--- src/rtl/control_sequencer.sv ---
// Control sequencer: fetch/decode/execute FSM that drives the datapath select
// lines, the memory handshake and the PC update, with a bus-wait timeout that
// parks the block in a sticky FAULT state until reset.
//
//   state  | meaning
//   -------+--------------------------------------------------------------
//   FETCH  | request instruction at PC, load IR on ack
//   DECODE | one idle cycle, dispatch on fmt
//   ALU    | register/immediate ALU operation with write-back
//   MEM    | load (fmt 01) or store (fmt 10), address = rs1 + imm
//   BRANCH | evaluate condition on status, load target if taken
//   PCINC  | advance PC to the next instruction
//   FAULT  | bus timeout, sticky until rst
module control_sequencer #(
    parameter int IR_W     = 16,
    parameter int REG_AW   = 3,
    parameter int WAIT_MAX = 8
) (
    input  logic              clk,
    input  logic              rst,
    input  logic [IR_W-1:0]   ir_in,
    input  logic [3:0]        status,
    input  logic              mem_ack,
    output logic [REG_AW-1:0] a_sel,
    output logic [REG_AW-1:0] b_sel,
    output logic [REG_AW-1:0] d_sel,
    output logic              rf_we,
    output logic              wb_sel,
    output logic [3:0]        alu_op,
    output logic              alu_b_imm,
    output logic              psr_we,
    output logic              ir_we,
    output logic              pc_we,
    output logic              pc_sel,
    output logic              addr_sel,
    output logic              mem_req,
    output logic              mem_we,
    output logic              fault,
    output logic [6:0]        state_o
);

    // A zero WAIT_MAX still needs a 1-bit counter so the logic stays legal.
    localparam int WCW = (WAIT_MAX > 0) ? $clog2(WAIT_MAX + 1) : 1;
    localparam logic [WCW-1:0] WAIT_LAST = (WAIT_MAX > 0) ? WCW'(WAIT_MAX - 1) : '0;

    generate
        if (IR_W < 3 * REG_AW + 7) begin : g_ir_w_check
            $error("control_sequencer: IR_W must be at least 3*REG_AW+7");
        end
    endgenerate

    typedef enum logic [6:0] {
        FETCH  = 7'b0000001,
        DECODE = 7'b0000010,
        ALU    = 7'b0000100,
        MEM    = 7'b0001000,
        BRANCH = 7'b0010000,
        PCINC  = 7'b0100000,
        FAULT  = 7'b1000000
    } state_t;

    state_t            state;
    state_t            state_next;
    logic [IR_W-1:0]   ir;
    logic [WCW-1:0]    wait_cnt;

    logic [1:0]        fmt;
    logic [3:0]        op;
    logic              imm;
    logic [REG_AW-1:0] rd;
    logic [REG_AW-1:0] rs1;
    logic [REG_AW-1:0] rs2;

    logic              flag_n;
    logic              flag_z;
    logic              flag_v;
    logic              unused_flag_c;
    logic              taken;
    logic              timeout;

    assign fmt = ir[IR_W-1 -: 2];
    assign op  = ir[IR_W-3 -: 4];
    assign imm = ir[3*REG_AW];
    assign rd  = ir[3*REG_AW-1 -: REG_AW];
    assign rs1 = ir[2*REG_AW-1 -: REG_AW];
    assign rs2 = ir[REG_AW-1:0];

    assign flag_n        = status[3];
    assign flag_z        = status[2];
    assign flag_v        = status[1];
    assign unused_flag_c = status[0];

    // An ack in the last allowed cycle suppresses the timeout.
    assign timeout = (WAIT_MAX != 0) && (wait_cnt == WAIT_LAST) && !mem_ack;

    // Branch condition decode on op.
    always_comb begin
        taken = 1'b0;
        case (op)
            4'd0:    taken = 1'b1;
            4'd1:    taken = flag_z;
            4'd2:    taken = !flag_z;
            4'd3:    taken = flag_n ^ flag_v;
            4'd4:    taken = !(flag_n ^ flag_v);
            default: taken = 1'b0;
        endcase
    end

    // State register.
    always_ff @(posedge clk) begin
        if (rst) begin
            state <= FETCH;
        end else begin
            state <= state_next;
        end
    end

    // Instruction register, loaded on the acknowledged fetch.
    always_ff @(posedge clk) begin
        if (rst) begin
            ir <= '0;
        end else if (ir_we) begin
            ir <= ir_in;
        end
    end

    // Wait counter: counts unacknowledged request cycles within one FETCH/MEM
    // visit and clears whenever the visit ends or an ack arrives.
    always_ff @(posedge clk) begin
        if (rst) begin
            wait_cnt <= '0;
        end else if ((state == FETCH || state == MEM) && mem_req && !mem_ack
                     && state_next == state) begin
            wait_cnt <= wait_cnt + WCW'(1);
        end else begin
            wait_cnt <= '0;
        end
    end

    // Next-state and output decode; reset masks every output.
    always_comb begin
        state_next = state;
        a_sel      = '0;
        b_sel      = '0;
        d_sel      = '0;
        rf_we      = 1'b0;
        wb_sel     = 1'b0;
        alu_op     = 4'b0000;
        alu_b_imm  = 1'b0;
        psr_we     = 1'b0;
        ir_we      = 1'b0;
        pc_we      = 1'b0;
        pc_sel     = 1'b0;
        addr_sel   = 1'b0;
        mem_req    = 1'b0;
        mem_we     = 1'b0;
        fault      = 1'b0;
        state_o    = state;

        case (state)
            FETCH: begin
                mem_req  = 1'b1;
                addr_sel = 1'b0;
                if (mem_ack) begin
                    ir_we      = 1'b1;
                    state_next = DECODE;
                end else if (timeout) begin
                    state_next = FAULT;
                end
            end
            DECODE: begin
                case (fmt)
                    2'b00:   state_next = ALU;
                    2'b11:   state_next = BRANCH;
                    default: state_next = MEM;
                endcase
            end
            ALU: begin
                a_sel      = rs1;
                b_sel      = rs2;
                d_sel      = rd;
                alu_op     = op;
                alu_b_imm  = imm;
                rf_we      = 1'b1;
                wb_sel     = 1'b0;
                psr_we     = op[3];
                state_next = PCINC;
            end
            MEM: begin
                a_sel     = rs1;
                b_sel     = rd;
                alu_op    = 4'b0000;
                alu_b_imm = 1'b1;
                addr_sel  = 1'b1;
                mem_req   = 1'b1;
                mem_we    = (fmt == 2'b10);
                if (mem_ack) begin
                    if (fmt == 2'b01) begin
                        rf_we  = 1'b1;
                        wb_sel = 1'b1;
                        d_sel  = rd;
                    end
                    state_next = PCINC;
                end else if (timeout) begin
                    state_next = FAULT;
                end
            end
            BRANCH: begin
                if (taken) begin
                    pc_we      = 1'b1;
                    pc_sel     = 1'b1;
                    state_next = FETCH;
                end else begin
                    state_next = PCINC;
                end
            end
            PCINC: begin
                pc_we      = 1'b1;
                pc_sel     = 1'b0;
                state_next = FETCH;
            end
            FAULT: begin
                fault = 1'b1;
            end
            default: begin
                state_next = FETCH;
            end
        endcase

        if (rst) begin
            a_sel     = '0;
            b_sel     = '0;
            d_sel     = '0;
            rf_we     = 1'b0;
            wb_sel    = 1'b0;
            alu_op    = 4'b0000;
            alu_b_imm = 1'b0;
            psr_we    = 1'b0;
            ir_we     = 1'b0;
            pc_we     = 1'b0;
            pc_sel    = 1'b0;
            addr_sel  = 1'b0;
            mem_req   = 1'b0;
            mem_we    = 1'b0;
            fault     = 1'b0;
            state_o   = 7'b0000000;
        end
    end

endmodule

--- config.mk ---
export PLATFORM = sky130hd
export DESIGN_NAME = control_sequencer
export DESIGN_NICKNAME = d
export VERILOG_FILES = /design/src/rtl/control_sequencer.sv
export SDC_FILE = /design/constraint.sdc
export NUM_CORES = 1
export LEC_CHECK = 0
export ABC_AREA = 1
export ABC_CLOCK_PERIOD_IN_PS = 2600
export CAP_MARGIN = 20
export CORE_MARGIN = 2
export CORE_UTILIZATION = 40
export CTS_CLUSTER_SIZE = 28
export DETAILED_ROUTE_END_ITERATION = 7
export HOLD_SLACK_MARGIN = 0.06
export PLACE_DENSITY = 0.72
export RECOVER_POWER = 100
export SLEW_MARGIN = 20
export SYNTH_ARGS = -nofsm -noshare
export SYNTH_HDL_FRONTEND = slang
export SYNTH_SLANG_ARGS = --single-unit
--- constraint.sdc ---
create_clock -name clk -period 2.6 [get_ports clk]
set_input_delay 0.26 -clock clk [delete_from_list [all_inputs] [get_ports clk]]
set_output_delay 0.26 -clock clk [all_outputs]
set_load 0.05 [all_outputs]
==> metrics, run 1 <==
top post-synthesis cells by count 48 x nor2_1, 28 x nand2_1, 27 x dfxtp_1, 25 x inv_1, 11 x a21oi_1; CP startpoint kind flop; setup TNS 0 ns; synth unique cells 29; DP HPWL 2970 µm; Seq cells post-synth 27; PortBufs 52; post-synthesis sequential area ratio 0.353; Top Layer Used met4; largest net degree at the start of global routing 25; CP startpoint state[6]$_SDFF_PP0_; crit path time final 2.32 ns; final wirelength 3820 µm; # DRC 0; Synth area leaders dfxtp_1 35%, nor2_1 12%, nand2_1 6.9%; syn_nets 242; CTS tree done; Hold Path Origin wait_cnt[0]$_SDFF_PP0_; required time of the worst setup path 2.34 ns; layout cell share with drive strength beyond 1 0.132; # Post-CTS Setup Buffers 0; count leader, synth nor2_1; fin area 2070 µm²; Worst Path Max Fanout 5; Max transition margin 0.586; top cell type's share of synthesized area 0.353; DR WL met3 145 µm; fin crit share 0.893; Worst path max stage delay 0.44 ns; Core Util, Final 0.566; CP max stage cell dlymetal6s2s_1; floorplan row count 22; first-pass GRT wire length 6530 µm; EDFF count, synth 0; Post-Syn Area 1530 µm²; element type at the critical path end output pin; Worst-Margin Slew 0.624 ns; Crit Path Class flop to output pin; status completed; Layout area overhead 35.3%; clk_skew 0.00254 ns; htree depth 1; Nets 295; vias in the first global route 1499; fmax 431 MHz; final slew viol count 0; Max Root-Sink Buffers 2; Reg-to-Reg Start state[6]$_SDFF_PP0_; via count 1489; area of the core 3660 µm²; power per standard cell area 450 nW/µm²; initial core utilization 0.418; initial antenna violation count 0; Avg Inst Size Synth 7.15 µm²; main flop type after synthesis dfxtp_1; Worst Hold Class flop to flop; Post-synth ARST share 0; drt pass-1 iters 4; Placement Cell Area 2380 µm²; Synth area leader dfxtp_1; Clk Tree Root Cell clkbuf_8; GRT overflow 0; critical path cell sequence inv_1 -> nand2_1 -> nor2_8 -> nand2_1 -> nor2_2 -> inv_1 -> o22ai_1 -> dlymetal6s2s_1; DRT antenna net count 0; hold_buf cts 0; Die Height 65.9 µm; global-route usage over all layers 0.198; met2 wire length 1900 µm; total CTS buffers 3; unrepaired setup endpoints after global routing no; Syn Inst Count 214; Yosys warning count 0; width of the die 65.9 µm; routed len/inst 12.2 µm; max_cap viols 0; initial DRC count 90; I/O pin count 54; setup violators final 0; crit path DAT 2.06 ns; Clk pin slew, worst setup/hold paths 0.09 ns; P_leak 0.000896 µW; met1 wire length 1690 µm; ANT cells 0; PostCTS Resize Cnt 0; Placer Congestion 0.822; Via density 4.74; clock sinks 27; die area 4340 µm²; Final Hold Vio Count 0; VDD IR-drop max 0.246 mV; worst-skew pair later-pin latency 0.27 ns
-- layout by cell type, fill, tap and decap left out, drive strengths merged --
master         synthesis  final
nor2                  56     56
nand2                 35     35
inv                   32     32
dfxtp                 27     27
clkbuf                 3     24
clkdlybuf4s50          0     21
o21ai                 13     13
a21oi                 11     11
buf                    3     10
nand3                  7      7
ha                     5      5
a211oi                 5      5
nand4                  4      4
nor3                   3      3
dlymetal6s2s           0      3
o22ai                  2      2
xnor2                  2      2
xor2                   2      2
o211a                  1      1
nand2b                 1      1
nand3b                 1      1
and2                   1      1
-- power by group --
group / total (µW) / internal (µW) / switching (µW) / leakage, µW
combinational: 227 / 87.1 / 140 / 0.000651
clock: 238 / 110 / 128 / 0.0000228
sequential: 467 / 449 / 17.8 / 0.000221
-- layout make-up --
type	instances	area (µm²)
Fill cell	371	1590
Multi-Input combinational cell	149	792
Sequential cell	27	541
Timing Repair Buffer	54	513
Inverter	32	120
Tap cell	48	60.1
Clock buffer	4	45.0
-- final timing paths --
kind                                 end  slack, ns  depth (start not counted)
hold reg to reg   wait_cnt[0]$_SDFF_PP0_       0.45                          1
setup / recovery                b_sel[0]       0.28                          8
setup reg to reg      ir[6]$_SDFFE_PP0P_       0.79                          8
hold / removal    wait_cnt[0]$_SDFF_PP0_       0.45                          1
-- kinds of logic (layout without fill, tap and decap cells) --
group	Yosys count	after routing	synth area share
buffers and inverters	38	90	0.105
AOI/OAI and AO/OA	32	32	0.134
and+or+nand+nor	108	108	0.343
xor gates and xnor gates	4	4	0.0229
DFF	27	27	0.353
adders and majority gates	5	5	0.0409
-- critical path, delay by kind of cell (launching register included) --
| kind | cells | cell delay [ns] |
|---|---|---|
| flip-flops | 1 | 0.35 |
| buffers and inverters | 3 | 0.67 |
| AND/OR/NAND/NOR | 4 | 0.63 |
| AO/OA/AOI/OAI | 1 | 0.12 |
-- registers in the layout, indices dropped and copies added (netlist names) --
signal,count
state,7
wait_cnt,4
ir,16
-- metrics by stage --
stage | setup slack [ns] | std cells | power (µW) | hold slack, ns
2_1_floorplan | 0.00684 | 214 | 647 | 0.373
3_3_place_gp | 0.594 | 310 | 724 | 0.430
3_5_place_dp | 0.591 | 310 | 730 | 0.437
4_1_cts | 0.331 | 314 | 968 | 0.456
5_1_grt | 0.0954 | 314 | 987 | 0.489
6_report | 0.279 | 314 | 932 | 0.455
-- layer usage --
layer,track usage,vias up
met5,0,-
met3,0.0187,7
met1,0.242,661
li1,-,780
met4,0.0911,0
met2,0.347,41
Note: power is estimated with default switching activity, not from simulation.
==> run 2, diff against run 1 <==
--- a/config.mk
+++ b/config.mk
@@ -9,11 +9,10 @@
 export ABC_CLOCK_PERIOD_IN_PS = 2600
 export CAP_MARGIN = 20
 export CORE_MARGIN = 2
-export CORE_UTILIZATION = 40
+export CORE_UTILIZATION = 25
 export CTS_CLUSTER_SIZE = 28
 export DETAILED_ROUTE_END_ITERATION = 7
 export HOLD_SLACK_MARGIN = 0.06
-export PLACE_DENSITY = 0.72
 export RECOVER_POWER = 100
 export SLEW_MARGIN = 20
 export SYNTH_ARGS = -nofsm -noshare
==> metrics, run 2 (synthesized netlist as in run 1, its figures left out) <==
fmax 432 MHz (was 431 MHz); clock sinks 27 (unchanged); GRT overflow 0 (unchanged); # Post-CTS Setup Buffers 0 (unchanged); required time of the worst setup path 2.34 ns (about the same); NetSw 288 µW (was 286 µW); Gate power share 0.239 (was 0.243); Die Height 82.2 µm (was 65.9 µm); VDD IR-drop max 0.200 mV (was 0.246 mV); DP HPWL 3090 µm (was 2970 µm); element type at the critical path end output pin (unchanged); status completed (unchanged); initial antenna violation count 0 (unchanged); PostCTS Resize Cnt 0 (unchanged); final wirelength 3890 µm (was 3820 µm); vias in the first global route 1399 (was 1499); crit path DAT 2.06 ns (about the same); global-route usage over all layers 0.120 (was 0.198); die area 6760 µm² (was 4340 µm²); fin crit share 0.891 (was 0.893); P_int 643 µW (was 646 µW); number of flip-flops in the largest register 16 (unchanged); routed len/inst 11.4 µm (was 12.2 µm); drt pass-1 iters 4 (unchanged); initial DRC count 50 (was 90); Core Util, Final 0.348 (was 0.566); PortBufs 52 (unchanged); I/O pin count 54 (unchanged); largest net degree at the start of global routing 22 (was 25); floorplan row count 28 (was 22); clk_skew 0.00925 ns (was 0.00254 ns); Worst Hold Class flop to flop (unchanged); DRT antenna net count 0 (unchanged); commonest non-fill, non-tap cell in the layout nor2_1 (unchanged); Biggest register ir (unchanged); sequential power share 0.500 (was 0.501); initial core utilization 0.258 (was 0.418); # DRC 0 (unchanged); crit path time final 2.32 ns (about the same); CP startpoint kind flop (unchanged); Nets 295 (unchanged); Placer Congestion 0.804 (was 0.822); ANT cells 0 (unchanged); via count 1469 (was 1489); Clk pin slew, worst setup/hold paths 0.10 ns (was 0.09 ns); commonest non-fill, non-tap cells in the layout 52 x nor2_1, 30 x nand2_1, 27 x inv_1, 27 x dfxtp_1, 20 x clkdlybuf4s50_1 (was 49 x nor2_1, 31 x nand2_1, 27 x inv_1, 27 x dfxtp_1, 21 x clkdlybuf4s50_1); Worst-Margin Slew 0.637 ns (was 0.624 ns); max_cap viols 0 (unchanged); first-pass GRT wire length 6280 µm (was 6530 µm); Clk Tree Root Cell clkbuf_8 (unchanged); setup TNS 0 ns (unchanged); area of the core 5920 µm² (was 3660 µm²); PnR worst setup slack 0.284 ns (was 0.279 ns); Final Hold Vio Count 0 (unchanged); Max transition margin 0.575 (was 0.586); final slew viol count 0 (unchanged); P_leak 0.000904 µW (was 0.000896 µW); power per standard cell area 452 nW/µm² (was 450 nW/µm²); Clock power frac 0.261 (was 0.255); Via density 4.31 (was 4.74); Layout area overhead 34.6% (was 35.3%); unrepaired setup endpoints after global routing no (unchanged); worst slack at placement 0.486 ns (was 0.591 ns); width of the die 82.2 µm (was 65.9 µm); CTS tree done (unchanged); layout cell share with drive strength beyond 1 0.132 (unchanged); Crit Path Class flop to output pin (unchanged); Max Root-Sink Buffers 2 (unchanged); htree depth 1 (unchanged); sw frac 0.309 (was 0.307); hold_buf cts 0 (unchanged); biggest regs ir: 16 flops, state: 7 flops, wait_cnt: 4 flops (unchanged); setup violators final 0 (unchanged); total CTS buffers 3 (unchanged); Worst Path Max Fanout 5 (unchanged); worst-skew pair later-pin latency 0.28 ns (was 0.27 ns)
run 2: layout make-up:
cell class	instances	area, µm²
inverters	32	120
clock buffers	3	41.3
repair buffers	54	464
multi-input cells	149	792
fillers	654	3860
flip-flops and latches	27	541
well taps	75	93.8
clock inverters	1	7.51
run 2: worst paths after layout:
path	startpoint	end	slack, ns	cells after the start
worst max-delay path	state[0]$_SDFF_PP1_	alu_op[3]	0.28	8
worst min-delay path	wait_cnt[0]$_SDFF_PP0_	wait_cnt[0]$_SDFF_PP0_	0.45	1
worst max register to register	state[3]$_SDFF_PP0_	ir[11]$_SDFFE_PP0P_	0.79	8
worst min register to register	wait_cnt[0]$_SDFF_PP0_	wait_cnt[0]$_SDFF_PP0_	0.45	1
run 2: power groups by stage:
| stage | clock, µW | sequential (µW) | combinational [µW] |
|---|---|---|---|
| floorplan | 0 | 472 | 175 |
| global placement | 0 | 475 | 249 |
| detailed placement | 0 | 476 | 252 |
| CTS | 254 | 467 | 254 |
| global route | 275 | 470 | 251 |
| finish | 243 | 466 | 222 |
run 2: per-layer routing:
layer,GRT usage,share of wire,up-vias
met5,0,0,-
met1,0.157,0.47,650
li1,-,-,777
met3,0.0272,0.048,6
met2,0.198,0.47,36
met4,0.0350,0.013,0
run 2: per-stage QoR:
step,total power (µW),cell area [µm²],hold WS [ns],cells
after floorplan,647,1530,0.373,214
after global placement,724,2400,0.434,337
after global routing,996,2060,0.500,341
final,932,2060,0.454,341
after detailed placement,728,2400,0.439,337
after CTS,975,2450,0.454,341
run 2: worst max-delay path, stage by stage, from the launching register on:
cell and delay, ns:
dfxtp_1 0.34, inv_1 0.11, nand2_1 0.08, nor3_1 0.18, nand2_1 0.16, nor2_2 0.19
inv_1 0.13, nor2_1 0.15, dlymetal6s2s_1 0.44
==> run 3, diff against run 2 <==
--- a/config.mk
+++ b/config.mk
@@ -9,10 +9,11 @@
 export ABC_CLOCK_PERIOD_IN_PS = 2600
 export CAP_MARGIN = 20
 export CORE_MARGIN = 2
-export CORE_UTILIZATION = 25
+export CORE_UTILIZATION = 36
 export CTS_CLUSTER_SIZE = 28
 export DETAILED_ROUTE_END_ITERATION = 7
 export HOLD_SLACK_MARGIN = 0.06
+export PLACE_DENSITY = 0.66
 export RECOVER_POWER = 100
 export SLEW_MARGIN = 20
 export SYNTH_ARGS = -nofsm -noshare
==> metrics, run 3 (synthesized netlist as in run 1, its figures left out) <==
layout cell share with drive strength beyond 1 0.142 (was 0.132); ANT cells 0 (unchanged); DP HPWL 2900 µm (was 3090 µm); htree depth 1 (unchanged); Layout area overhead 35.7% (was 34.6%); required time of the worst setup path 2.34 ns (about the same); die area 4790 µm² (was 6760 µm²); first-pass GRT wire length 6040 µm (was 6280 µm); total CTS buffers 3 (unchanged); via count 1480 (was 1469); Hold Slack 0.461 ns (was 0.454 ns); setup violators final 0 (unchanged); Final Hold Vio Count 0 (unchanged); fmax 422 MHz (was 432 MHz); element type at the critical path end output pin (unchanged); setup TNS 0 ns (unchanged); floorplan row count 23 (was 28); final wirelength 3630 µm (was 3890 µm); Crit Path Class flop to output pin (unchanged); commonest non-fill, non-tap cell in the layout nor2_1 (unchanged); r2r setup slk 0.79 ns (about the same); clock sinks 27 (unchanged); GRT overflow 0 (unchanged); Nets 296 (was 295); initial core utilization 0.377 (was 0.258); Worst path max stage delay 0.35 ns (was 0.44 ns); NetSw 289 µW (was 288 µW); hold_buf cts 0 (unchanged); global-route usage over all layers 0.153 (was 0.120); P_int 652 µW (was 643 µW); largest net degree at the start of global routing 21 (was 22); crit path time final 2.37 ns (was 2.32 ns); Clk Tree Root Cell clkbuf_8 (unchanged); CP startpoint kind flop (unchanged); Via density 4.67 (was 4.31); VDD IR-drop max 0.226 mV (was 0.200 mV); Gate power share 0.248 (was 0.239); clk_skew 0.00778 ns (was 0.00925 ns); Clock power frac 0.256 (was 0.261); Max transition margin 0.563 (was 0.575); initial DRC count 35 (was 50); power per standard cell area 453 nW/µm² (was 452 nW/µm²); most frequent CP cell nor2_1; fin crit share 0.911 (was 0.891); status completed (unchanged); # DRC 0 (unchanged); area of the core 4060 µm² (was 5920 µm²); Placer Congestion 0.764 (was 0.804); P_leak 0.000852 µW (was 0.000904 µW); I/O pin count 54 (unchanged); Worst Path Buf+Inv 3 (unchanged); width of the die 69.2 µm (was 82.2 µm); final slew viol count 0 (unchanged); Biggest register ir (unchanged); worst-skew pair later-pin latency 0.28 ns (about the same); max_cap viols 0 (unchanged); crit path DAT 2.11 ns (was 2.06 ns); CP max stage cell dfxtp_1 (was dlymetal6s2s_1); Worst path top cell family by delay simple AND/OR/NAND/NOR gates (unchanged); PortBufs 52 (unchanged); initial antenna violation count 0 (unchanged); Worst-Margin Slew 0.655 ns (was 0.637 ns); Die Height 69.2 µm (was 82.2 µm); commonest non-fill, non-tap cells in the layout 49 x nor2_1, 33 x nand2_1, 27 x inv_1, 27 x dfxtp_1, 20 x clkdlybuf4s50_1 (was 52 x nor2_1, 30 x nand2_1, 27 x inv_1, 27 x dfxtp_1, 20 x clkdlybuf4s50_1); vias in the first global route 1412 (was 1399); Max Root-Sink Buffers 2 (unchanged); Worst Path Max Fanout 5 (unchanged); DRT antenna net count 0 (unchanged); sw frac 0.307 (was 0.309); routed len/inst 11.4 µm (about the same); drt pass-1 iters 4 (unchanged); CTS tree done (unchanged); biggest regs ir: 16 flops, state: 7 flops, wait_cnt: 4 flops (unchanged); unrepaired setup endpoints after global routing no (unchanged); number of flip-flops in the largest register 16 (unchanged); PostCTS Resize Cnt 0 (unchanged); critical path cell sequence inv_1 -> nand2_1 -> nor2_8 -> nand2_4 -> nor2_4 -> inv_2 -> nor2_1 -> nor2_1 -> nor2_1 -> clkbuf_2 (was inv_1 -> nand2_1 -> nor3_1 -> nand2_1 -> nor2_2 -> inv_1 -> nor2_1 -> dlymetal6s2s_1); sequential power share 0.496 (was 0.500); Worst Hold Class flop to flop (unchanged); # Post-CTS Setup Buffers 0 (unchanged); Clk pin slew, worst setup/hold paths 0.09 ns (was 0.10 ns)
==> run 3: cell count changes in the layout (fill, tap and decap cells not counted), sizes merged <==
cell / delta
clkbuf: +1
buf: +5
clkinvlp: -1
dlymetal6s2s: -4
==> run 3: power groups by stage <==
stage | combinational, µW | clock [µW] | sequential [µW]
3_3_place_gp | 248 | 0 | 475
4_1_cts | 253 | 251 | 467
6_report | 234 | 241 | 467
3_5_place_dp | 252 | 0 | 476
2_1_floorplan | 175 | 0 | 472
5_1_grt | 259 | 266 | 471
==> run 3: layout make-up <==
cell class	instances	area [µm²]
clock buffer	4	45.0
fill	416	1980
inverter	32	120
multi-input combinational	149	796
sequential	27	541
tap	50	62.6
timing repair buffer	55	513
==> run 3: metal layers <==
layer / vias up / track usage / wire, µm
li1: 780 / - / -
met1: 663 / 0.198 / 1780
met2: 32 / 0.248 / 1640
met3: 5 / 0.0291 / 141
met4: 0 / 0.0654 / 69
met5: - / 0 / 0
==> run 3: path summary, 6_finish.rpt <==
| kind | startpoint | endpoint | cells past startpoint |
|---|---|---|---|
| worst max-delay path | state[6]$_SDFF_PP0_ | d_sel[1] | 10 |
| worst max register to register | state[6]$_SDFF_PP0_ | ir[8]$_SDFFE_PP0P_ | 8 |
| worst min-delay path | wait_cnt[0]$_SDFF_PP0_ | wait_cnt[0]$_SDFF_PP0_ | 1 |
| worst min register to register | wait_cnt[0]$_SDFF_PP0_ | wait_cnt[0]$_SDFF_PP0_ | 1 |
==> run 3: stage by stage <==
stage          utilization  worst slack [ns]  cells  power [µW]  cell area [µm²]
2_1_floorplan            -           0.00684    214         647             1530
3_3_place_gp         0.586             0.547    313         723             2380
3_5_place_dp         0.586             0.551    313         729             2380
4_1_cts              0.598             0.345    317         971             2420
5_1_grt              0.512             0.104    317         996             2080
6_report             0.512             0.231    317         941             2080
==> run 3: worst register-to-register path, stage by stage, from the launching register on <==
cell and delay [ns]:
dfxtp_1 0.38, inv_1 0.10, nand2_1 0.19, nor2_8 0.06
nand2_1 0.16, nor2_4 0.06, inv_1 0.48, o21ai_0 0.17
a21oi_1 0.14
